--- src/rtl/boot_loader_pkg.sv ---
// Shared types and constants for the boot loader: the sequencer state
// encoding, bus widths, default parameter values and a small index helper.
package boot_loader_pkg;

  typedef enum logic [2:0] {
    IDLE,
    LOAD_I,
    LOAD_D,
    RUN,
    CHECK,
    FIN
  } state_t;

  localparam int ADDR_W  = 16;
  localparam int CYCLE_W = 32;

  localparam int DEF_DATA_W      = 32;
  localparam int DEF_INSTR_WORDS = 256;
  localparam int DEF_DATA_WORDS  = 256;
  localparam int DEF_RUN_LIMIT   = 100000;
  localparam int DEF_CHECK_WORDS = 16;

  localparam logic SEL_INSTR = 1'b0;
  localparam logic SEL_DATA  = 1'b1;

  // Index of the final word of a block holding 'words' entries
  function automatic logic [ADDR_W-1:0] last_index(input int words);
    return ADDR_W'(words - 1);
  endfunction

endpackage

--- src/rtl/boot_loader_if.sv ---
// Image source handshake plus memory write/readback bus. The loader
// drives this as master; the source/memory side connects as slave.
interface boot_loader_if #(
  parameter int DATA_W = 32
);

  logic                              src_req;
  logic                              src_sel;
  logic [boot_loader_pkg::ADDR_W-1:0] src_addr;
  logic                              src_valid;
  logic [DATA_W-1:0]                 src_rdata;
  logic                              instr_we;
  logic                              data_we;
  logic [boot_loader_pkg::ADDR_W-1:0] mem_addr;
  logic [DATA_W-1:0]                 mem_wdata;
  logic [DATA_W-1:0]                 chk_rdata;

  modport master (
    output src_req, src_sel, src_addr,
    input  src_valid, src_rdata,
    output instr_we, data_we, mem_addr, mem_wdata,
    input  chk_rdata
  );

  modport slave (
    input  src_req, src_sel, src_addr,
    output src_valid, src_rdata,
    input  instr_we, data_we, mem_addr, mem_wdata,
    output chk_rdata
  );

endinterface

--- src/rtl/boot_src_fetch.sv ---
// Source fetch engine: holds a word request with a stable select/index
// until the source answers, then advances. A launch restarts the index at 0
// for a new block; the request drops after the block's last word.
module boot_src_fetch
  import boot_loader_pkg::*;
(
  input  logic              clk,
  input  logic              reset,
  input  logic              launch,
  input  logic              launch_sel,
  input  logic [ADDR_W-1:0] launch_last,
  input  logic              src_valid,
  output logic              src_req,
  output logic              src_sel,
  output logic [ADDR_W-1:0] src_addr,
  output logic              accept,
  output logic              last_word
);

  logic [ADDR_W-1:0] last_idx;

  assign accept    = src_req & src_valid;
  assign last_word = (src_addr == last_idx);

  // Request hold and index counter; a launch wins over a same-cycle accept
  always_ff @(posedge clk or negedge reset) begin
    if (!reset) begin
      src_req  <= 1'b0;
      src_sel  <= SEL_INSTR;
      src_addr <= '0;
      last_idx <= '0;
    end else if (launch) begin
      src_req  <= 1'b1;
      src_sel  <= launch_sel;
      src_addr <= '0;
      last_idx <= launch_last;
    end else if (accept) begin
      if (last_word) begin
        src_req  <= 1'b0;
        src_addr <= '0;
      end else begin
        src_addr <= src_addr + 1'b1;
      end
    end
  end

endmodule

--- src/rtl/boot_loader.sv ---
// Boot loader sequencer: copies the instruction and data images into CPU
// memories, releases the CPU, counts run cycles until halt or timeout and,
// when BOOT_LOADER_VERIFY_EN is defined, reads back the first data words
// against the source image and flags any mismatch.
module boot_loader
  import boot_loader_pkg::*;
#(
  parameter int DATA_W      = DEF_DATA_W,
  parameter int INSTR_WORDS = DEF_INSTR_WORDS,
  parameter int DATA_WORDS  = DEF_DATA_WORDS,
  parameter int RUN_LIMIT   = DEF_RUN_LIMIT,
  parameter int CHECK_WORDS = DEF_CHECK_WORDS
) (
  input  logic               clk,
  input  logic               reset,
  input  logic               start,
  boot_loader_if.master      bus,
  output logic               cpu_reset,
  input  logic               halt,
  output logic               busy,
  output logic               done,
  output logic               timeout,
  output logic               fail,
  output logic [CYCLE_W-1:0] cycles
);

  localparam logic [CYCLE_W-1:0] LIMIT = CYCLE_W'(RUN_LIMIT);

  state_t            state;
  logic              launch;
  logic              launch_sel;
  logic [ADDR_W-1:0] launch_last;
  logic              accept;
  logic              last_word;
  logic [CYCLE_W-1:0] cycles_inc;

  boot_src_fetch u_fetch (
    .clk         (clk),
    .reset       (reset),
    .launch      (launch),
    .launch_sel  (launch_sel),
    .launch_last (launch_last),
    .src_valid   (bus.src_valid),
    .src_req     (bus.src_req),
    .src_sel     (bus.src_sel),
    .src_addr    (bus.src_addr),
    .accept      (accept),
    .last_word   (last_word)
  );

  // The write strobe must coincide with the accepted source word
  assign bus.instr_we  = (state == LOAD_I) & accept;
  assign bus.data_we   = (state == LOAD_D) & accept;
  assign bus.mem_addr  = bus.src_addr;
  assign bus.mem_wdata = bus.src_rdata;

  assign cycles_inc = (cycles == '1) ? cycles : cycles + 1'b1;

  // Decide when the fetch engine starts a new block and which one
  always_comb begin
    launch      = 1'b0;
    launch_sel  = SEL_INSTR;
    launch_last = last_index(INSTR_WORDS);
    case (state)
      IDLE, FIN: begin
        if (start) launch = 1'b1;
      end
      LOAD_I: begin
        if (accept && last_word) begin
          launch      = 1'b1;
          launch_sel  = SEL_DATA;
          launch_last = last_index(DATA_WORDS);
        end
      end
`ifdef BOOT_LOADER_VERIFY_EN
      RUN: begin
        if (halt) begin
          launch      = 1'b1;
          launch_sel  = SEL_DATA;
          launch_last = last_index(CHECK_WORDS);
        end
      end
`endif
      default: ;
    endcase
  end

`ifdef BOOT_LOADER_VERIFY_EN
  logic fail_q;
  assign fail = fail_q;
`else
  logic unused_chk;
  assign unused_chk = ^bus.chk_rdata;
  assign fail = 1'b0;
`endif

  // Sequencer with registered CPU reset and status flags
  always_ff @(posedge clk or negedge reset) begin
    if (!reset) begin
      state     <= IDLE;
      cpu_reset <= 1'b1;
      busy      <= 1'b0;
      done      <= 1'b0;
      timeout   <= 1'b0;
      cycles    <= '0;
`ifdef BOOT_LOADER_VERIFY_EN
      fail_q    <= 1'b0;
`endif
    end else begin
      case (state)
        IDLE, FIN: begin
          if (start) begin
            state   <= LOAD_I;
            busy    <= 1'b1;
            done    <= 1'b0;
            timeout <= 1'b0;
            cycles  <= '0;
`ifdef BOOT_LOADER_VERIFY_EN
            fail_q  <= 1'b0;
`endif
          end
        end
        LOAD_I: begin
          if (accept && last_word) state <= LOAD_D;
        end
        LOAD_D: begin
          if (accept && last_word) begin
            state     <= RUN;
            cpu_reset <= 1'b0;
          end
        end
        RUN: begin
          cycles <= cycles_inc;
          if (halt) begin
            cpu_reset <= 1'b1;
`ifdef BOOT_LOADER_VERIFY_EN
            state     <= CHECK;
`else
            state     <= FIN;
            busy      <= 1'b0;
            done      <= 1'b1;
`endif
          end else if (cycles_inc == LIMIT) begin
            state     <= FIN;
            cpu_reset <= 1'b1;
            timeout   <= 1'b1;
            busy      <= 1'b0;
            done      <= 1'b1;
          end
        end
`ifdef BOOT_LOADER_VERIFY_EN
        CHECK: begin
          if (accept) begin
            if (bus.src_rdata != bus.chk_rdata) fail_q <= 1'b1;
            if (last_word) begin
              state <= FIN;
              busy  <= 1'b0;
              done  <= 1'b1;
            end
          end
        end
`endif
        default: begin
          state     <= IDLE;
          cpu_reset <= 1'b1;
          busy      <= 1'b0;
        end
      endcase
    end
  end

endmodule

--- src/flat_wrapper.sv ---
// flat-port wrapper written by rule: the top's interface ports become plain ports
module boot_loader_flat import boot_loader_pkg::*;
#(
  parameter int DATA_W      = DEF_DATA_W,
  parameter int INSTR_WORDS = DEF_INSTR_WORDS,
  parameter int DATA_WORDS  = DEF_DATA_WORDS,
  parameter int RUN_LIMIT   = DEF_RUN_LIMIT,
  parameter int CHECK_WORDS = DEF_CHECK_WORDS
)
  (clk, reset, start, cpu_reset, halt, busy, done, timeout, fail, cycles, bus_src_req, bus_src_sel, bus_src_addr, bus_src_valid, bus_src_rdata, bus_instr_we, bus_data_we, bus_mem_addr, bus_mem_wdata, bus_chk_rdata);
  boot_loader_if #(.DATA_W(DATA_W)) bus_i ();
  input  logic clk;
  input  logic reset;
  input  logic start;
  output logic cpu_reset;
  input  logic halt;
  output logic busy;
  output logic done;
  output logic timeout;
  output logic fail;
  output logic [CYCLE_W-1:0] cycles;
  output wire logic [$bits(bus_i.src_req)-1:0] bus_src_req;
  output wire logic [$bits(bus_i.src_sel)-1:0] bus_src_sel;
  output wire logic [$bits(bus_i.src_addr)-1:0] bus_src_addr;
  input wire logic [$bits(bus_i.src_valid)-1:0] bus_src_valid;
  input wire logic [$bits(bus_i.src_rdata)-1:0] bus_src_rdata;
  output wire logic [$bits(bus_i.instr_we)-1:0] bus_instr_we;
  output wire logic [$bits(bus_i.data_we)-1:0] bus_data_we;
  output wire logic [$bits(bus_i.mem_addr)-1:0] bus_mem_addr;
  output wire logic [$bits(bus_i.mem_wdata)-1:0] bus_mem_wdata;
  input wire logic [$bits(bus_i.chk_rdata)-1:0] bus_chk_rdata;
  assign bus_src_req = bus_i.src_req;
  assign bus_src_sel = bus_i.src_sel;
  assign bus_src_addr = bus_i.src_addr;
  assign bus_i.src_valid = bus_src_valid;
  assign bus_i.src_rdata = bus_src_rdata;
  assign bus_instr_we = bus_i.instr_we;
  assign bus_data_we = bus_i.data_we;
  assign bus_mem_addr = bus_i.mem_addr;
  assign bus_mem_wdata = bus_i.mem_wdata;
  assign bus_i.chk_rdata = bus_chk_rdata;
  boot_loader #(.DATA_W(DATA_W), .INSTR_WORDS(INSTR_WORDS), .DATA_WORDS(DATA_WORDS), .RUN_LIMIT(RUN_LIMIT), .CHECK_WORDS(CHECK_WORDS)) u_core (.clk(clk), .reset(reset), .start(start), .bus(bus_i), .cpu_reset(cpu_reset), .halt(halt), .busy(busy), .done(done), .timeout(timeout), .fail(fail), .cycles(cycles));
endmodule
--- config.mk ---
export PLATFORM = sky130hd
export DESIGN_NAME = boot_loader_flat
export DESIGN_NICKNAME = d
export VERILOG_FILES = /design/src/rtl/boot_loader_pkg.sv /design/src/rtl/boot_loader_if.sv /design/src/rtl/boot_src_fetch.sv /design/src/rtl/boot_loader.sv /design/src/flat_wrapper.sv
export SDC_FILE = /design/constraint.sdc
export NUM_CORES = 1
export LEC_CHECK = 0
export CORE_AREA = 2 2 101 103
export CTS_CLUSTER_DIAMETER = 100
export DETAILED_ROUTE_END_ITERATION = 10
export DIE_AREA = 0 0 103 105
export GPL_ROUTABILITY_DRIVEN = 0
export PLACE_DENSITY = 0.91
export SLEW_MARGIN = 10
export SYNTH_ARGS = -nofsm -noshare
export SYNTH_HDL_FRONTEND = slang
export SYNTH_SLANG_ARGS = --single-unit
--- constraint.sdc ---
create_clock -name clk -period 3.9 [get_ports clk]
set_input_delay 0.39 -clock clk [delete_from_list [all_inputs] [get_ports clk]]
set_output_delay 0.39 -clock clk [all_outputs]
set_load 0.05 [all_outputs]
* Yosys cells after proc, flatten, opt, wreduce, memory -nomap -nowiden
Cells that the tools add are included.
** Storage, ports and cells
- Flip-flop bits (word level) :: 58
- Bits of input ports :: 69
- Output and inout bits :: 105
- Word-level logic and storage cells :: 76
** Cells by class
- $add $sub $neg :: 2
- Equality and inequality tests :: 13
- Muxes and demuxes :: 31
- Bitwise operators :: 5
- Reduce and logical (&&, ||, !) cells :: 15
** Operators by type and width (number)
- 32-bit two-way mux :: 2
- 32-bit case mux with 2 select lines :: 1
- 16-bit two-way mux :: 3
- 32-bit by 1-bit adder with 32-bit output (second input constant) :: 1
- 32-bit by 17-bit == test with 1-bit output (second input constant) :: 1
- 32-bit == test (second input constant) :: 1
- 16-bit by 1-bit adder with 16-bit output (second input constant) :: 1
- 16-bit by 8-bit == test with 1-bit output :: 1
- 3-bit two-way mux :: 5
- 1-bit two-way mux :: 14
- 3-bit case mux with 4 select lines :: 1
- 3-bit AND reduction :: 3
- 2-bit inequality test (second input constant) :: 4
- 4-bit AND reduction :: 2
- 3-bit by 2-bit == test with 1-bit output (second input constant) :: 2
- 1-bit case mux with 2 select lines :: 3
- 1-bit case mux with 3 select lines :: 2
- 2-bit nonzero test :: 3
- 2-bit AND reduction :: 2
- 2-bit OR reduction :: 2
- 1-bit bitwise AND :: 3
- 3-bit by 1-bit == test with 1-bit output (second input constant) :: 1
- 3-bit == test (second input constant) :: 1
- 3-bit logical NOT :: 1
- 5 further kinds :: 6

* Depth between registers and ports, before layout
- Depth in word-level cells :: 6
- Depth in mapped cells :: 11
- Gate-level depth less buffers :: 9

* By module
A second synthesis with hierarchy kept.
** Unflattened totals
- Cells, all modules :: 560
- Area, all modules :: 4963.5 µm²
** Modules (own cells, without submodules)
- boot_loader :: times used 1, cells an instance 418, area each 3304.4 µm², sequential area each 977.2 µm²
- boot_src_fetch :: times used 1, cells an instance 142, area each 1659.1 µm², sequential area each 850.8 µm²

* Worst setup path before layout
Ideal clock, no wire load.
- Kind :: register to register
- Start :: register u_core.cycles[16]
- End :: register u_core.busy
- Library setup time :: 0.118 ns
- Arrival :: 3.054 ns
- Data required time :: 3.782 ns
- Slack :: 0.728 ns
- Cell stages (with the launch flop) :: 12
- Buffers on the path :: 3
- Period minus slack after synthesis :: 3.172 ns
- Cell sequence :: dfrtp_1 > buf_4 > nand3_2 > or4_1 > buf_2 > or3_4 > buf_6 > and3_1 > mux2i_1 > nor4_1 > nand4_2 > a21o_1
** On the way
- Cells in the longest elaborated chain, start to end :: 5
- Elaborated cells on any way between the ends :: 6
- Classes of those cells :: add/sub (1); eq/ne (3); mux (1); reduce/logical (1)
** Ends and longest elaborated chain
- start: declaration :: RTL line boot_loader.sv:24 : output logic [CYCLE_W-1:0] cycles
- start signal: assignment :: RTL line boot_loader.sv:133 : cycles <= cycles_inc;
- 32-bit by 1-bit adder with 32-bit output / 32-bit == test (equally long branches) :: RTL line boot_loader.sv:57 : assign cycles_inc = (cycles == '1) ? cycles : cycles + 1'b1;
- 32-bit two-way mux * :: RTL line boot_loader.sv:57
- 32-bit by 17-bit == test with 1-bit output * :: RTL line boot_loader.sv:143 : end else if (cycles_inc == LIMIT) begin
- 3-bit by 2-bit inequality test with 1-bit output (no source line) *
- 3-bit AND reduction (no source line) *
- end signal: assignment :: RTL line boot_loader.sv:140 : busy <= 1'b0;
- end signal: assignment :: RTL line boot_loader.sv:147 : busy <= 1'b0;
- end signal: assignment :: RTL line boot_loader.sv:166 : busy <= 1'b0;
- end: declaration :: RTL line boot_loader.sv:20 : output logic busy,
Mark *: on every way between the ends. The rest lies on a longest branch, timed or not.
A chain may end at the register's enable or synchronous reset.

* Worst setup path after layout
- Start :: register u_core.cycles[10]
- End :: register u_core.busy
The elaborated chain is that of the path after synthesis.

==> flow_summary.ini <==
[floorplan]
die_x_um = 103
rows = 36
die_h_um = 105
core_area_um2 = 9640
io_pins = 174
start_util_pct = 42.4
dieArea_um2 = 10800

[detailed_routing]
drc = 0
vias = 3895
wl_mm = 11.0
initialDrtViolationCount = 471
ant_nets = 0
avgViaCountPerCell = 5.97
drtPass1Iterations = 6
wl_per_cell_um = 16.8

[critical_path]
end_kind = flop
crit_type = reg2reg
start_kind = flop
path_max_fanout = 9
critPathArrivalTime_ns = 3.66
required_ns = 4.14

[synth]
synth_xor_area_share_pct = 5.78
yosys.area_share.simple_pct = 28.2
yosysWarnings = 0
synth_top_family_by_area = simple AND/OR/NAND/NOR gates
synthAdderAreaFrac_pct = 0.612
yosys_register_bits = 58
synthDistinctLibCells = 63
synthFlopType = dfrtp_1
postSynthAreaPerCell_um2 = 8.15
yosys-mux-area-fraction_pct = 0.734
synth_compound_area_share_pct = 16.2
synth_area_um2 = 4090
synth_seq_area_share_pct = 35.5
syn-num-nets = 573
async_flop_share_pct = 100
synth_edf_count = 0
synth_cells = 502

[worst_hold_path]
hp-class = in2async

[clock_tree]
tritoncts = yes
clk_pin_slew_ns = 0.07
numCtsBuffers = 9
worst_skew_pair.late_latency_ns = 0.35
htreeDepth = 3
clock-sinks = 58
cts_hold_buf = 0
clock_path_buffers = 2
cts_resized = 0
clockRootBuffer = clkbuf_8
post_cts_buffers = 0

[sta]
whs_ns = 0.0235
hold_viol = 0
slew_headroom_pct = 38.2
postLayoutSetupSlackWorst_ns = 0.480
setup_violations = 0
rsz0062_at_grt = no
worstMarginPinSlew_ns = 0.918
fmax_mhz = 292
fin_worst_skew_ns = 0.0108
maxSlewViolCount = 0
setup_tns_ns = 0
post-route-period-util_pct = 87.7
period_minus_slack_ns = 3.42

[global_routing]
grt_use_total_pct = 20.0
grt_use_met3_pct = 5.22
gr-usage-met1_pct = 26.3
busiest_layer = met2
grt_pass1_vias = 3510
grt_max_degree = 35
grt.overflow.total = 0
antenna_found_initial = 0
grt_pass1_wl_mm = 17.4
met2_usage_pct = 32.2

[final_layout]
final_util_pct = 49.2
antenna_cells = 0
fin_nets = 586
final_cell_mix = 75 x clkdlybuf4s50_1, 61 x nand2_1, 57 x dfrtp_1
area_growth_syn_to_layout_pct = 15.9
final_cell_area_um2 = 4740
layout_commonest_cell = clkdlybuf4s50_1
final_cells = 652
final_layout_size_suffix_gt1_share_pct = 7.13

[run]
drv_cap = 0

[placement]
portBuffers = 76
dp_hpwl_mm = 7.76
dp.cells = 637
dp_slack_ns = 0.646
placed_cell_area_um2 = 4530

[power_and_ir_drop]
pwr-share-clk_pct = 20.7
vdd_drop_max_v = 0.000452
report.power.total_mw = 2.91
cellInternalPower_mw = 1.53
p_leak_nw = 1.82
p_sw_mw = 1.38
switching_share_pct = 47.5
power_frac_comb_pct = 45.3
pwr-share-seq_pct = 34.1
power.density_nw_per_um2 = 614

[status]
status = complete, no violations
[worst max-delay path: stages (launching register included)]
cell and delay [ns]:
dfrtp_1 0.52, nand4_1 0.22, or3_1 0.46, or3_1 0.43
a211oi_1 0.46, xor2_1 0.13, nor4_1 0.55, nand4_2 0.32
a21o_1 0.23
[layout make-up]
class                   instances  area [um^2]
repair buffers                 80          786
flip-flops and latches         58         1450
multi-input cells             361         2110
well taps                     133          166
clock buffers                   9          124
fillers                       917         4900
clock inverters                 6         82.6
inverters                       5         18.8
[Yosys cell counts (all sizes together), types with 2 or more instances]
| master | n | area, um^2 |
|---|---|---|
| nand3 | 23 | 130 |
| and3 | 9 | 56.3 |
| nor3b | 3 | 22.5 |
| inv | 5 | 18.8 |
| or2 | 2 | 12.5 |
| o22ai | 2 | 12.5 |
| mux2i | 3 | 30.0 |
| nand2b | 4 | 25.0 |
| or3 | 3 | 23.8 |
| nand4 | 18 | 125 |
| nor2 | 43 | 164 |
| o31ai | 8 | 65.1 |
| nand2 | 61 | 229 |
| a211oi | 3 | 27.5 |
| a21o | 3 | 22.5 |
| buf | 62 | 445 |
| and2 | 4 | 25.0 |
| nand3b | 4 | 30.0 |
| ha | 2 | 25.0 |
| xor2 | 12 | 105 |
| or4 | 2 | 15.0 |
| a31oi | 12 | 75.1 |
| nor3 | 14 | 80.1 |
| nor2b | 3 | 18.8 |
| a21oi | 23 | 115 |
| nor4 | 12 | 75.1 |
| clkbuf | 16 | 61.3 |
| o21ai | 45 | 225 |
| xnor2 | 15 | 131 |
| o21a | 2 | 15.0 |
| o2111ai | 2 | 17.5 |
| or3b | 2 | 17.5 |
| dfrtp | 57 | 1430 |
| and4 | 8 | 71.3 |
[flip-flops by register name, indices dropped and copies added, names as in the netlist]
signal,cells
u_core.state,3
u_core.u_fetch.src_req,1
u_core.cpu_reset,1
u_core.timeout,1
u_core.u_fetch.last_idx,1
u_core.done,1
u_core.cycles,32
u_core.busy,1
u_core.u_fetch.src_sel,1
u_core.u_fetch.src_addr,16
[power groups by stage]
stage	clock (mW)	sequential, mW	combinational (mW)
4_1_cts	0.610	0.983	1.32
2_1_floorplan	0	1.34	0.632
3_3_place_gp	0	0.978	1.29
6_report	0.601	0.992	1.32
3_5_place_dp	0	0.991	1.31
5_1_grt	0.632	1.02	1.39
[final timing paths]
| path | to | slack [ns] | from | cells after the start |
|---|---|---|---|---|
| hold reg to reg | u_core.u_fetch.last_idx[0] | 0.49 | u_core.u_fetch.last_idx[0] | 1 |
| hold / removal | u_core.u_fetch.src_addr[15] | 0.02 | reset | 1 |
| setup / recovery | u_core.busy | 0.48 | u_core.cycles[10] | 8 |
| setup reg to reg | u_core.busy | 0.48 | u_core.cycles[10] | 8 |
| max in group asynchronous | u_core.cycles[10] | 3.02 | reset | 2 |
| min in group clk | u_core.u_fetch.last_idx[0] | 0.49 | u_core.u_fetch.last_idx[0] | 1 |
[cell families after synthesis]
kind of cell	Yosys count
AO/OA/AOI/OAI	110
XOR/XNOR	27
adder cells (fa/ha/maj)	2
buffers and inverters	83
flip-flops	58
multiplexers	3
other	1
AND/OR/NAND/NOR	218
[per-layer routing]
layer	vias up	part of all wire, %
met2	261	47
met3	50	11
li1	1775	-
met5	-	0
met4	0	2.3
met1	1809	40
(Power assumes the default switching activity.)
